## config.mk

```make
export PLATFORM = sky130hd
export DESIGN_NAME = rf_wr_arbiter
export DESIGN_NICKNAME = d
export VERILOG_FILES = /design/src/rtl/rf_pkg.sv /design/src/rtl/rr_arbiter.sv /design/src/rtl/rf_wr_arbiter.sv
export SDC_FILE = /design/constraint.sdc
export NUM_CORES = 1
export LEC_CHECK = 0
export ABC_AREA = 0
export CELL_PAD_IN_SITES_DETAIL_PLACEMENT = 2
export CELL_PAD_IN_SITES_GLOBAL_PLACEMENT = 2
export CORE_ASPECT_RATIO = 0.5
export CORE_MARGIN = 5
export CORE_UTILIZATION = 25
export DETAILED_ROUTE_END_ITERATION = 10
export PLACE_DENSITY_LB_ADDON = 0.1
export RECOVER_POWER = 100
export SLEW_MARGIN = 15
export SYNTH_ARGS = -nofsm -noshare
export SYNTH_HDL_FRONTEND = slang
export SYNTH_SLANG_ARGS = --single-unit
export TNS_END_PERCENT = 50
```

## constraint.sdc

```tcl
create_clock -name clk -period 3.3 [get_ports clk]
set_input_delay 0.825 -clock clk [delete_from_list [all_inputs] [get_ports clk]]
set_output_delay 0.825 -clock clk [all_outputs]
set_load 0.005 [all_outputs]
```

## src/rtl/rf_pkg.sv

```systemverilog
// Register-file constants shared by the writeback path.
// Widths, register count and requester slot indices.
package rf_pkg;

  localparam int RF_AW    = 5;
  localparam int RF_DW    = 32;
  localparam int RF_NREGS = 32;

  localparam int REQ_ALU  = 0;
  localparam int REQ_LOAD = 1;
  localparam int REQ_DBG  = 2;

endpackage

```

## src/rtl/rr_arbiter.sv

```systemverilog
// Combinational round-robin pick: first set req at or above ptr, wrapping.
// Ports: req/ptr/en in; one-hot gnt and its index gnt_idx out.
module rr_arbiter
  import rf_pkg::*;
#(
  parameter  int N  = 3,
  localparam int PW = $clog2(N)
) (
  input  logic [N-1:0]  req,
  input  logic [PW-1:0] ptr,
  input  logic          en,
  output logic [N-1:0]  gnt,
  output logic [PW-1:0] gnt_idx
);

  logic hit;
  int   j;

  always_comb begin
    gnt     = '0;
    gnt_idx = '0;
    hit     = 1'b0;
    j       = 0;
    for (int k = 0; k < N; k++) begin
      j = int'(ptr) + k;
      if (j >= N) j = j - N;
      if (en && !hit && req[j]) begin
        gnt[j]  = 1'b1;
        gnt_idx = PW'(j);
        hit     = 1'b1;
      end
    end
  end

endmodule

```

## src/rtl/rf_wr_arbiter.sv

```systemverilog
// Shares the register-file write port among NREQ writeback requesters.
// Ports: freeze, req_valid/addr/data in; req_ready, RFWr/A3/WD, counters out.
module rf_wr_arbiter
  import rf_pkg::*;
#(
  parameter int NREQ = 3,
  parameter int AW   = RF_AW,
  parameter int DW   = RF_DW,
  parameter int CW   = 16
) (
  input  logic              clk,
  input  logic              rst,
  input  logic              freeze,
  input  logic [NREQ-1:0]   req_valid,
  input  logic [NREQ*AW-1:0] req_addr,
  input  logic [NREQ*DW-1:0] req_data,
  output logic [NREQ-1:0]   req_ready,
  output logic              RFWr,
  output logic [AW-1:0]     A3,
  output logic [DW-1:0]     WD,
  output logic [CW-1:0]     wr_count,
  output logic [CW-1:0]     drop_count
);

  localparam int PW = $clog2(NREQ);

  logic [PW-1:0]   ptr;
  logic [PW-1:0]   ptr_nxt;
  logic [PW-1:0]   gnt_idx;
  logic [NREQ-1:0] gnt;
  logic            xfer;
  logic            zero;
  logic [AW-1:0]   sel_addr;
  logic [DW-1:0]   sel_data;

  // rst gates the grant so nothing is accepted while held in reset
  rr_arbiter #(
    .N (NREQ)
  ) u_rr (
    .req     (req_valid),
    .ptr     (ptr),
    .en      (~freeze & rst),
    .gnt     (gnt),
    .gnt_idx (gnt_idx)
  );

  assign req_ready = gnt;
  assign xfer      = |gnt;
  assign sel_addr  = req_addr[int'(gnt_idx)*AW +: AW];
  assign sel_data  = req_data[int'(gnt_idx)*DW +: DW];
  assign zero      = (sel_addr == '0);
  assign ptr_nxt   = (gnt_idx == PW'(NREQ - 1)) ? '0
                   : gnt_idx + 1'b1;

  always_ff @(posedge clk or negedge rst) begin
    if (!rst) begin
      ptr        <= '0;
      RFWr       <= 1'b0;
      A3         <= '0;
      WD         <= '0;
      wr_count   <= '0;
      drop_count <= '0;
    end else begin
      RFWr <= xfer & ~zero;
      if (xfer) ptr <= ptr_nxt;
      if (xfer && !zero) begin
        A3 <= sel_addr;
        WD <= sel_data;
        if (wr_count != '1) wr_count <= wr_count + 1'b1;
      end
      if (xfer && zero) begin
        if (drop_count != '1) drop_count <= drop_count + 1'b1;
      end
    end
  end

endmodule

```

# Word level (Yosys, flattened, before mapping)
# Cells that the tools add are included.
[op_classes] addsub=8 multipliers=1 n_lt_le_gt_ge=9 n_eq_ne=3 shifts=2 n_mux=27 bitwise_logic=6 reduce_logical=17
[ops] op="$ge 32x1->1 const B" count=3
[ops] op="$lt 32x4->1 const B" count=3
[ops] op="$mux 32" count=3
[ops] op="$shiftx 96x8->32" count=1
[ops] op="$ge 32x3->1 const B" count=2
[ops] op="$sub 32x3->32 const B" count=2
[ops] op="$add 16x1->16 const B" count=2
[ops] op="$ne 16x16->1 const B" count=2
[ops] op="$shiftx 15x6->5" count=1
[ops] op="$mux 1" count=11
[ops] op="$logic_and 1x1->1" count=10
[ops] op="$mux 3" count=3
[ops] op="$mux 2" count=4
[ops] op="$bmux 1 s2" count=3
[ops] op="$demux 1 s2" count=3
[ops] op="$or 3x3->3" count=2
[ops] op="$logic_not 5->1" count=1
[ops] op="$mul 2x3->5 const B" count=1
[ops] op="$reduce_and 2->1" count=2
[ops] op="$add 2x1->3 const B" count=1
[ops] op="$add 2x2->3 const B" count=1
[ops] op="$logic_not 1->1" count=3
[ops] op="$reduce_or 3->1" count=1
[ops] op="$sub 2x2->3 const B" count=1
[ops] op="other kinds (5)" count=7
[totals] regBits=72 input_bits=117

# Depth between registers and ports, before layout
# Gate-level depths: netlist of run 1.
[logic_depth] ltp_word=21 mapped_depth=12

# Modules after synthesis
# Synthesis of run 1 repeated with hierarchy kept, for this count alone.
[unflattened] cells_unflattened=430 area_unflattened_um2=4001.3
[modules_own_cells] mod="rf_wr_arbiter" n_inst=1 cells_per_inst=393 area_each_um2=3732.3 seq_area_each_um2=1801.7
[modules_own_cells] mod="rr_arbiter" n_inst=1 cells_per_inst=37 area_each_um2=269.0 seq_area_each_um2=0.0

# Worst setup path before layout of run 1
# Ideal clock, no wire load.
[synth_timing] path_kind="input-to-reg" start="input freeze" end="register A3[0]" t_arrival_ns=2.730 required_ns=3.175 slack_ns=0.445 cell_stages=8 path_buffers=1 path_cell_list="and2b_1 -> o211ai_1 -> nor2_1 -> mux2_4 -> mux2_4 -> nor2_4 -> buf_4 -> mux2_2"
[synth_via] elab_chain_cells=17
[synth_rtl] item="from (decl)" line_no="rf_wr_arbiter.sv:13" text="input logic freeze,"
[synth_rtl] item="$not 1->1 *" line_no="rf_wr_arbiter.sv:42" text=".en (~freeze & rst),"
[synth_rtl] item="$and 1x1->1 *" line_no="rf_wr_arbiter.sv:42"
[synth_rtl] item="$logic_and 1x1->1" line_no="rr_arbiter.sv:27" text="if (en && !hit && req[j]) begin"
[synth_rtl] item="$mux 1" line_no="rr_arbiter.sv:27"
[synth_rtl] item="$logic_not 1->1" line_no="rr_arbiter.sv:27"
[synth_rtl] item="$logic_and 1x1->1 (2 in series)" line_no="rr_arbiter.sv:27"
[synth_rtl] item="$mux 1" line_no="rr_arbiter.sv:27"
[synth_rtl] item="$logic_not 1->1" line_no="rr_arbiter.sv:27"
[synth_rtl] item="$logic_and 1x1->1 (2 in series)" line_no="rr_arbiter.sv:27"
[synth_rtl] item="$mux 2" line_no="rr_arbiter.sv:27"
[synth_rtl] item="$mul 2x3->5" line_no="rf_wr_arbiter.sv:49" text="assign sel_addr = req_addr[int'(gnt_idx)*AW +: AW];"
[synth_rtl] item="$shiftx 15x6->5" line_no="rf_wr_arbiter.sv:49"
[synth_rtl] item="$logic_not 5->1" line_no="rf_wr_arbiter.sv:51" text="assign zero = (sel_addr == '0);"
[synth_rtl] item="$logic_not 1->1" line_no="rf_wr_arbiter.sv:66" text="if (xfer && !zero) begin"
[synth_rtl] item="$logic_and 1x1->1" line_no="rf_wr_arbiter.sv:66"
[synth_rtl] item="to (signal assigned)" line_no="rf_wr_arbiter.sv:67" text="A3 <= sel_addr;"
[synth_rtl] item="to (decl)" line_no="rf_wr_arbiter.sv:19" text="output logic [AW-1:0] A3,"
# Mark *: on every way between the ends. The rest lies on a longest branch, timed or not.
# A chain may end at the register's enable or synchronous reset.

# Final worst setup path of run 1
[layout_timing] start="input req_valid[2]" end="output req_ready[0]"
[layout_via] elab_chain_cells=13
[layout_rtl] item="from (decl)" line_no="rf_wr_arbiter.sv:14" text="input logic [NREQ-1:0] req_valid,"
[layout_rtl] item="$bmux 1 s2" line_no="rr_arbiter.sv:27"
[layout_rtl] item="$mux 1 (not written as such) (2 in series)" line_no="rr_arbiter.sv:27"
[layout_rtl] item="$logic_and 1x1->1" line_no="rr_arbiter.sv:27"
[layout_rtl] item="$mux 1" line_no="rr_arbiter.sv:27"
[layout_rtl] item="$logic_not 1->1" line_no="rr_arbiter.sv:27"
[layout_rtl] item="$logic_and 1x1->1 (2 in series)" line_no="rr_arbiter.sv:27"
[layout_rtl] item="$mux 1" line_no="rr_arbiter.sv:27"
[layout_rtl] item="$logic_not 1->1" line_no="rr_arbiter.sv:27"
[layout_rtl] item="$logic_and 1x1->1 (2 in series)" line_no="rr_arbiter.sv:27"
[layout_rtl] item="$mux 3 *" line_no="rr_arbiter.sv:27"
[layout_rtl] item="to (decl)" line_no="rf_wr_arbiter.sv:17" text="output logic [NREQ-1:0] req_ready,"
# Mark *: on every way between the ends. The rest lies on a longest branch, timed or not. The select of a mux whose other input is x is not followed.

==> impl_metrics.toml, run 1 <==
[run_status]
status = "finished clean"

[floorplanning]
rows = 34
ios = 190
design.core.area_sq_um = 17300
die-area_sq_um = 20500
die_h_microns = 104
start_util_pct = 25.3
dieWidth_microns = 197

[clocking]
clk_latency_ns = 0.33
cts_made_buffers = 9
clock_sinks = 72
htreeDepth = 3
cts_tree = "done"
cts-root-buf = "clkbuf_16"
cts_buffer_depth = 2
cts_hold_buf = 0
clk_pin_slew_ns = 0.06

[setup_path]
startpoint_type = "input port"
rrSetupSlack_ns = 0.20
endpoint_kind = "primary output"
cp_max_fo = 3
r2r_cells = 11
crit_arrival_ns = 2.31
crit_type = "input port to primary output"
worstPathRequired_ns = 2.47

[place]
hpwl_mm = 12.2
place_congestion = 0.761
place.port_buffers = 189

[final_layout]
nets = 749
fill_cells = 1830
multi_input_area_sq_um = 2420
diodes = 0
seq_area_sq_um = 1800
drive_gt1_share_pct = 16.7
final_util_pct = 40.4
area_growth_pct = 59.3

[synth]
synth_common_cells = "dfrtp_1 (72), nor2_1 (40), mux2i_1 (39), a21oi_1 (36), mux2_2 (34)"
post_synth_inst_count = 416
synth_edf_count = 0
synth_area_sq_um = 4390
synthDistinctLibCells = 51
yosysWarnings = 0
synth_async_sr_flop_share_pct = 100
avgSynthCellArea_sq_um = 10.5
yosys_register_bits = 72
ys_seq_area_share_pct = 41.1
ys.flop_type = "dfrtp_1"
yosysMostFrequentCell = "dfrtp_1"
synth.largest_area_cell = "dfrtp_1"
synth.area.top_cells = "dfrtp_1 (41%), mux2i_1 (8.9%), mux2_2 (8.7%)"
syn-num-nets = 539
synth_top_area_share_pct = 41.1

[global_route]
grt_pass1_wl_mm = 25.5
grt_use_met2_pct = 25.7
grt_busiest_layer = "met2"
grt.met1_usage_pct = 19.3
grt.total_usage_pct = 15.5
antenna_found_initial = 0
grt_max_degree = 66
gr-usage-met3_pct = 6.88
grt_pass1_vias = 4556
gr-total-overflow = 0

[route]
vias_per_cell = 4.68
first_pass_iters = 4
routedWlPerCell_microns = 18.2
first_iter_violations = 95
ant_nets = 0
vias = 4042
drcViolationCount = 0
wirelength_mm = 15.7

[timing]
fin_crit_sh_pct = 95.0
post-route-min-period_ns = 3.13
slew_headroom_pct = 40.8
fin_setup_tns_ns = 0
fin_worst_skew_ns = 0.0112
final-hold-violation-count = 0
maxSlewViolCount = 0
setup_violations = 0
worst_hold_slack_ns = 0.486
rsz0062_at_grt = "no"
max_freq_ghz = 0.319
tightest_slew_ns = 0.887

[worst_hold_path]
worstHoldPathCells = 1
min_path_type = "flop to flop"

[power]
leakagePower_nw = 2.91
peakVddDrop_v = 0.000282
power_density_nw_per_um2 = 616

[run]
cap_violations = 0
[area by class of cell]
| type | instances | area share (%) |
|---|---|---|
| clock buffers | 10 | 3.42 |
| clock inverters | 5 | 0.823 |
| inverters | 5 | 0.268 |
| multi-input cells | 314 | 34.7 |
| flip-flops and latches | 72 | 25.8 |
| well taps | 234 | 4.19 |
| repair buffers | 224 | 30.8 |
[state kept, by name (all words and copies together) (netlist names)]
signal / flops
A3: 5
wr_count: 16
ptr: 2
RFWr: 1
WD: 32
drop_count: 16
[kinds of logic (layout without fill, tap and decap cells)]
family                     count (synthesis)  in the layout  share of synthesized area (%)
xor gates and xnor gates                  26             26                           5.19
adders and majority gates                  6              6                           1.71
and+or+nand+nor                          139            139                           19.6
buffers and inverters                     30            244                           3.45
DFF                                       72             72                           41.1
AOI/OAI and AO/OA                         60             60                           8.35
muxes                                     83             83                           20.6
[layout by cell type (no fill, tap or decap), types with 5 or more instances in the layout]
cell type,instances
nor3_1,10
inv_1,5
nor4_1,11
nor2_1,39
nand3_1,10
dlygate4sd3_1,70
a21oi_1,36
clkbuf_16,9
and3_1,8
clkdlybuf4s50_1,113
o21ai_0,8
nand2_1,15
nand4_1,8
nor4b_2,5
dfrtp_1,71
clkbuf_1,6
mux2_2,34
mux2_1,7
buf_4,27
xor2_1,24
mux2i_1,39
[critical path: stages]
cell	delay (ns)
clkdlybuf4s50_1	0.46
mux2i_1	0.30
o21ai_1	0.16
a21oi_1	0.18
a31oi_1	0.11
dlygate4sd2_1	0.27
[through the flow]
step | cells | setup slack, ns | cell area, sq um | power, mW
final | 864 | 0.166 | 6990 | 4.31
after global routing | 864 | 0.0382 | 6990 | 4.63
after CTS | 864 | -0.0816 | 7090 | 4.59
after detailed placement | 849 | -0.272 | 6760 | 3.53
after global placement | 849 | -0.229 | 6760 | 3.49
after floorplan | 416 | 0.445 | 4390 | 2.31
[what timing repair did]
item,in CTS,in global routing
hold endpoints to repair,0,0
setup endpoints to repair,3,4
setup buffers,0,0
pin swaps,2,2
resized for setup,10,3
[per-layer routing]
metal,wire length [microns],share of wire [%]
met1,6810,43
met2,7540,48
met3,1250,8.0
met4,98,0.62
met5,0,0
[power by group]
group,switching [mW],internal (mW)
Sequential,0.188,1.19
Clock,0.393,0.601
Combinational,0.845,1.09
[worst paths after layout]
kind,from,endpoint
max in group asynchronous,rst,ptr[0]
worst max register to register,ptr[0],wr_count[1]
worst max-delay path,req_valid[2],req_ready[0]
min in group asynchronous,rst,WD[12]
worst min register to register,WD[15],WD[15]
worst min-delay path,WD[15],WD[15]
No activity file was read; power rests on OpenSTA's default activity.
==> run 2: changes to the inputs <==
Settings changed: CELL_PAD_IN_SITES_DETAIL_PLACEMENT 2 to 1, CELL_PAD_IN_SITES_GLOBAL_PLACEMENT 2 to 1, CORE_UTILIZATION 25 to 30, SYNTH_HIERARCHICAL from default to 1.
==> run 2 against run 1 <==
The run now ends with capacitance limit, slew limit left. Synthesized area decreased by 8.8%. Synthesized cell count increased by 3.4%. Clock skew shrank 0.0051 ns. Clock-buffer cell count is 1 higher. Die area down 22%. First-iteration DRC count grew 52%. Non-clock buffer count rose by 14. Clock power rose by 23%. Wire length shrank 4.3%. Sequential share of layout area shrank 0.051 points.
==> impl_metrics.toml, run 2 <==
[run_status]
status = "finished, violations left"
violations = "capacitance limit, slew limit"

[global_route]
grt_max_degree = 73
grt.total_usage_pct = 17.9
antenna_found_initial = 0
grt_pass1_vias = 4275
gr-total-overflow = 0
grt_pass1_wl_mm = 22.9

[timing]
tightest_slew_ns = 1.85
slew_headroom_pct = -23.0
setup_violations = 0
final-hold-violation-count = 0
max_freq_ghz = 0.307
post-route-min-period_ns = 3.26
maxSlewViolCount = 73
fin_crit_sh_pct = 98.7
rsz0062_at_grt = "yes"
fin_worst_skew_ns = 0.00611

[setup_path]
cp_slowest_cell = "dfrtp_1"
endpoint_kind = "flop"
cp_max_fo = 7
worstSetupStartpoint = "ptr[1]"
worstPathRequired_ns = 3.52
rrSetupSlack_ns = 0.04
critPathCapture = "wr_count[1]"
rr_endpoint = "wr_count[1]"
r2r_cells = 15
startpoint_type = "flop"
crit_type = "flop to flop"
path_cells = "inv_2, ha_4, mux2i_2, buf_4, o2111ai_2, a21bo_1, o31ai_4, buf_6, mux2i_2, a2bb2oi_2, nand3_4, o21ai_4, inv_2, o21ai_4, mux2_4"
cpPeakStageDelay_ns = 0.38
rr_startpoint = "ptr[1]"
crit_arrival_ns = 3.48

[power]
clockPowerShare_pct = 23.5
internal_power_mw = 3.36
p_comb_share_pct = 50.3
seq_power_share_pct = 26.3
peakVddDrop_v = 0.000392
leakagePower_nw = 3.07
p_sw_mw = 1.82
power_density_nw_per_um2 = 740
p_sw_share_pct = 35.1
p_total_mw = 5.19

[run]
cap_violations = 1

[synth]
yosysWarnings = 6
synthDistinctLibCells = 49
ys.flop_type = "dfrtp_1"
yosys_register_bits = 72
yosysMostFrequentCell = "dfrtp_1"
post_synth_inst_count = 430
synth_async_sr_flop_share_pct = 100
synth_common_cells = "dfrtp_1 (72), nand2_1 (59), nor2_1 (43), mux2i_1 (38), o21ai_0 (37)"
syn-num-nets = 553
ys_seq_area_share_pct = 45.0
synth.largest_area_cell = "dfrtp_1"
synth_top_area_share_pct = 45.0
synth_area_sq_um = 4000
synth_edf_count = 0
synth.area.top_cells = "dfrtp_1 (45%), mux2i_1 (9.5%), nand2_1 (5.5%)"
avgSynthCellArea_sq_um = 9.31

[worst_hold_path]
min_path_type = "flop to flop"

[floorplanning]
die_h_microns = 91.7
die-area_sq_um = 15900
design.core.area_sq_um = 12800
start_util_pct = 31.2
ios = 190
dieWidth_microns = 173
rows = 29

[final_layout]
area_growth_pct = 75.0
top_regs = "WD (32), drop_count (16), wr_count (16)"
fill_cells = 1441
diodes = 0
largest_register = "WD"
largest_reg_flops = 32
layout_common_cells = "clkdlybuf4s50_1 (112), dfrtp_1 (71), dlygate4sd3_1 (69)"
nets = 781
design_area_sq_um = 7000
drive_gt1_share_pct = 15.7
seq_area_sq_um = 1800
layout_commonest_cell = "clkdlybuf4s50_1"
multi_input_area_sq_um = 2280

[place]
place_area_sq_um = 6310
place.port_buffers = 189
hpwl_mm = 11.0
place_congestion = 0.838

[clocking]
cts_made_buffers = 9
clk_latency_ns = 0.33
cts_buffer_depth = 2
cts-root-buf = "clkbuf_16"
cts_hold_buf = 0
clock_sinks = 72
htreeDepth = 3
clk_pin_slew_ns = 0.06
cts_tree = "done"

[route]
ant_nets = 0
vias = 4080
first_iter_violations = 144
first_pass_iters = 4
wirelength_mm = 15.0
routedWlPerCell_microns = 18.0
vias_per_cell = 4.90
drcViolationCount = 0
[run 2: cell count changes in the layout (fill, tap and decap cells not counted), sizes merged, moves of 10 or more]
| cell | change |
|---|---|
| nor4 | -10 |
| buf | +17 |
| xnor2 | +16 |
| o21ai | +32 |
| xor2 | -13 |
| mux2 | -40 |
| nand2 | +45 |
[run 2: cell type report]
class                      instances  area share, %
timing repair buffer             238           33.0
clock inverter                     5           1.82
inverter                           6          0.322
sequential                        72           25.7
clock buffer                      11           3.47
tap                              170           3.04
multi-input combinational        331           32.6
[run 2: worst min-delay path by stage]
stage / cells after the start / start / to
after floorplan: 2 / A3[0] / A3[0]
after global placement: 2 / WD[20] / WD[20]
after detailed placement: 2 / WD[12] / WD[12]
after CTS: 2 / WD[31] / WD[31]
after global routing: 2 / WD[28] / WD[28]
final: 2 / WD[12] / WD[12]
[run 2: power groups by stage]
stage	combinational [mW]	sequential, mW	clock (mW)
detailed placement	2.38	1.38	0
floorplan	1.09	1.38	0
CTS	2.48	1.37	1.25
global route	2.84	1.41	1.28
finish	2.61	1.36	1.22
global placement	2.34	1.37	0
[run 2: metal layers]
layer / share of wire (%) / GRT usage (%) / routed length [microns] / up-vias
met5: 0 / 0 / 0 / -
met2: 53 / 32.0 / 8010 / 80
li1: - / - / - / 1965
met3: 3.2 / 4.23 / 479 / 18
met4: 1.8 / 5.11 / 272 / 0
met1: 42 / 21.8 / 6270 / 2017
[run 2: repair_timing]
item | in CTS | in global routing
setup buffers | 5 | 8
gates cloned | 0 | 1
hold endpoints to repair | 0 | 0
endpoints found under the setup margin | 72 | 69
pin swaps | 8 | 9
gates resized for setup | 23 | 30
[run 2: logic make-up (layout without fill, tap and decap cells)]
family | Yosys count | after routing | synth area share, %
buffers and inverters | 27 | 260 | 3.50
and+or+nand+nor | 162 | 162 | 19.5
DFF | 72 | 72 | 45.0
muxes | 41 | 41 | 10.4
adders and majority gates | 6 | 6 | 1.88
AOI/OAI and AO/OA | 93 | 93 | 13.4
xor gates and xnor gates | 29 | 29 | 6.35
[run 2: critical path, delay by kind of cell, from the launching register on]
kind                     cells  cell delay (ns)
AO/OA/AOI/OAI                6             1.07
adder cells (fa/ha/maj)      1             0.18
buffers and inverters        4             0.55
flip-flops                   1             0.38
multiplexers                 3             0.81
AND/OR/NAND/NOR              1             0.14
[run 2: through the flow]
stage               hold WS (ns)  utilization (%)  setup slack (ns)  TNS (ns)  std cells
global placement           0.463             49.1            -0.415    -24.24        803
floorplan                  0.471                -            0.0818         0        430
global route               0.505             54.5            -0.120     -3.28        833
CTS                        0.482             52.9            0.0229         0        824
detailed placement         0.469             49.1            -0.598    -37.25        803
finish                     0.472             54.5            0.0420         0        833
==> run 3: changes to the inputs <==
Settings changed: CORE_MARGIN 5 to default.
==> run 3 against run 2 <==
The run ends with DRC, capacitance limit, slew limit left. Highest routed layer unchanged. Combinational power decreased by 6%. Largest power group unchanged. Utilization down 0.80 points. Worst hold slack worse by 0.00060 ns.
==> impl_metrics.toml, run 3 (synthesis gave the netlist of run 2 again) <==
[place]
hpwl_mm = 10.1
place.port_buffers = 189
place_area_sq_um = 6260
place_congestion = 0.806

[run]
cap_violations = 1

[clocking]
cts-root-buf = "clkbuf_16"
htreeDepth = 3
cts_made_buffers = 9
clock_sinks = 72
clk_latency_ns = 0.34
clk_pin_slew_ns = 0.06
cts_buffer_depth = 2
cts_tree = "done"

[global_route]
antenna_found_initial = 0
grt_max_degree = 73
grt_pass1_vias = 4238
gr-total-overflow = 0
grt_pass1_wl_mm = 21.9
grt.total_usage_pct = 20.4

[floorplanning]
dieWidth_microns = 165
start_util_pct = 31.2
die-area_sq_um = 13800
die_h_microns = 83.7
design.core.area_sq_um = 12800
rows = 29
ios = 190

[setup_path]
cpPeakStageDelay_ns = 0.39
crit_arrival_ns = 3.53
worst_path_most_repeated_cell = "buf_6"
startpoint_type = "input port"
path_cells = "clkdlybuf4s15_1, nand2b_1, nand2_1, o211ai_1, buf_4, o31ai_4, buf_6, mux2i_2, a2bb2oi_2, nand2_2, nor4_4, buf_6, and4_1, xor2_1"
cp_max_fo = 6
worstPathRequired_ns = 3.56
endpoint_kind = "flop"
crit_type = "input port to flop"
cp_slowest_cell = "nor4_4"

[route]
ant_nets = 0
first_iter_violations = 153
drcViolationCount = 14
wirelength_mm = 14.0
routedWlPerCell_microns = 16.9
first_pass_iters = 7
vias = 4055
vias_per_cell = 4.89

[power]
power_density_nw_per_um2 = 707
peakVddDrop_v = 0.000314
leakagePower_nw = 3.02

[timing]
tightest_slew_ns = 1.85
maxSlewViolCount = 73
max_freq_ghz = 0.306
slew_headroom_pct = -23.5
fin_worst_skew_ns = 0.00650
final-hold-violation-count = 0
fin_crit_sh_pct = 99.2
setup_violations = 0
post-route-min-period_ns = 3.27

[final_layout]
layout_commonest_cell = "clkdlybuf4s50_1"
diodes = 0
layout_common_cells = "clkdlybuf4s50_1 (111), dfrtp_1 (71), dlygate4sd3_1 (70)"
final_util_pct = 53.7
largest_reg_flops = 32
design_area_sq_um = 6900
area_growth_pct = 72.5
largest_register = "WD"
drive_gt1_share_pct = 14.7
top_regs = "WD (32), drop_count (16), wr_count (16)"
nets = 778

[run_status]
status = "finished, violations left"
violations = "DRC, capacitance limit, slew limit"

[worst_hold_path]
min_path_type = "flop to flop"
## run 3: final timing paths
path / from / end / depth (start not counted) / slack [ns]
setup / recovery: req_valid[1] / drop_count[3] / 14 / 0.03
hold / removal: WD[21] / WD[21] / 2 / 0.47
setup reg to reg: ptr[1] / drop_count[3] / 14 / 0.07
hold reg to reg: WD[21] / WD[21] / 2 / 0.47
max in group asynchronous: rst / ptr[0] / 2 / 0.98
min in group asynchronous: rst / drop_count[0] / 2 / 1.09
## run 3: area by class of cell
type | instances | area [sq um]
clock buffers | 10 | 239
clock inverters | 5 | 81.3
fillers | 1425 | 5940
inverters | 6 | 22.5
multi-input cells | 331 | 2250
flip-flops and latches | 72 | 1800
well taps | 170 | 213
repair buffers | 235 | 2290
## run 3: power by group
part,internal [mW],switching [mW]
Sequential,1.18,0.184
Combinational,1.27,1.18
Clock,0.678,0.384
Total,3.13,1.75
## run 3: per-stage QoR
| step | cells | setup TNS, ns | hold WS (ns) | total power, mW | setup slack [ns] |
|---|---|---|---|---|---|
| 6_report | 829 | 0 | 0.471 | 4.88 | 0.0273 |
| 5_1_grt | 829 | -2.44 | 0.500 | 5.24 | -0.140 |
| 4_1_cts | 819 | 0 | 0.482 | 4.83 | 0.00476 |
| 3_5_place_dp | 799 | -33.65 | 0.470 | 3.66 | -0.564 |
| 3_3_place_gp | 799 | -26.47 | 0.462 | 3.60 | -0.471 |
| 2_1_floorplan | 430 | 0 | 0.471 | 2.47 | 0.0818 |
## run 3: worst max-delay path, delay by kind of cell
family | cells | cell delay (ns)
mux | 1 | 0.23
simple gates | 5 | 0.94
buf+inv | 4 | 0.79
xor+xnor | 1 | 0.15
compound gates | 3 | 0.59
## run 3: what timing repair did
action	CTS	global route
setup buffers	4	9
pin swaps	10	0
gates cloned	1	1
hold buffers	0	0
gates resized for setup	27	24
setup endpoints to repair	71	59
## run 3: layer usage
| layer | GRT usage, % | share of wire, % | up-vias |
|---|---|---|---|
| li1 | - | - | 1962 |
| met4 | 5.79 | 1.4 | 0 |
| met3 | 4.52 | 4.1 | 17 |
| met2 | 34.9 | 51 | 77 |
| met5 | 0 | 0 | - |
| met1 | 25.6 | 43 | 1999 |
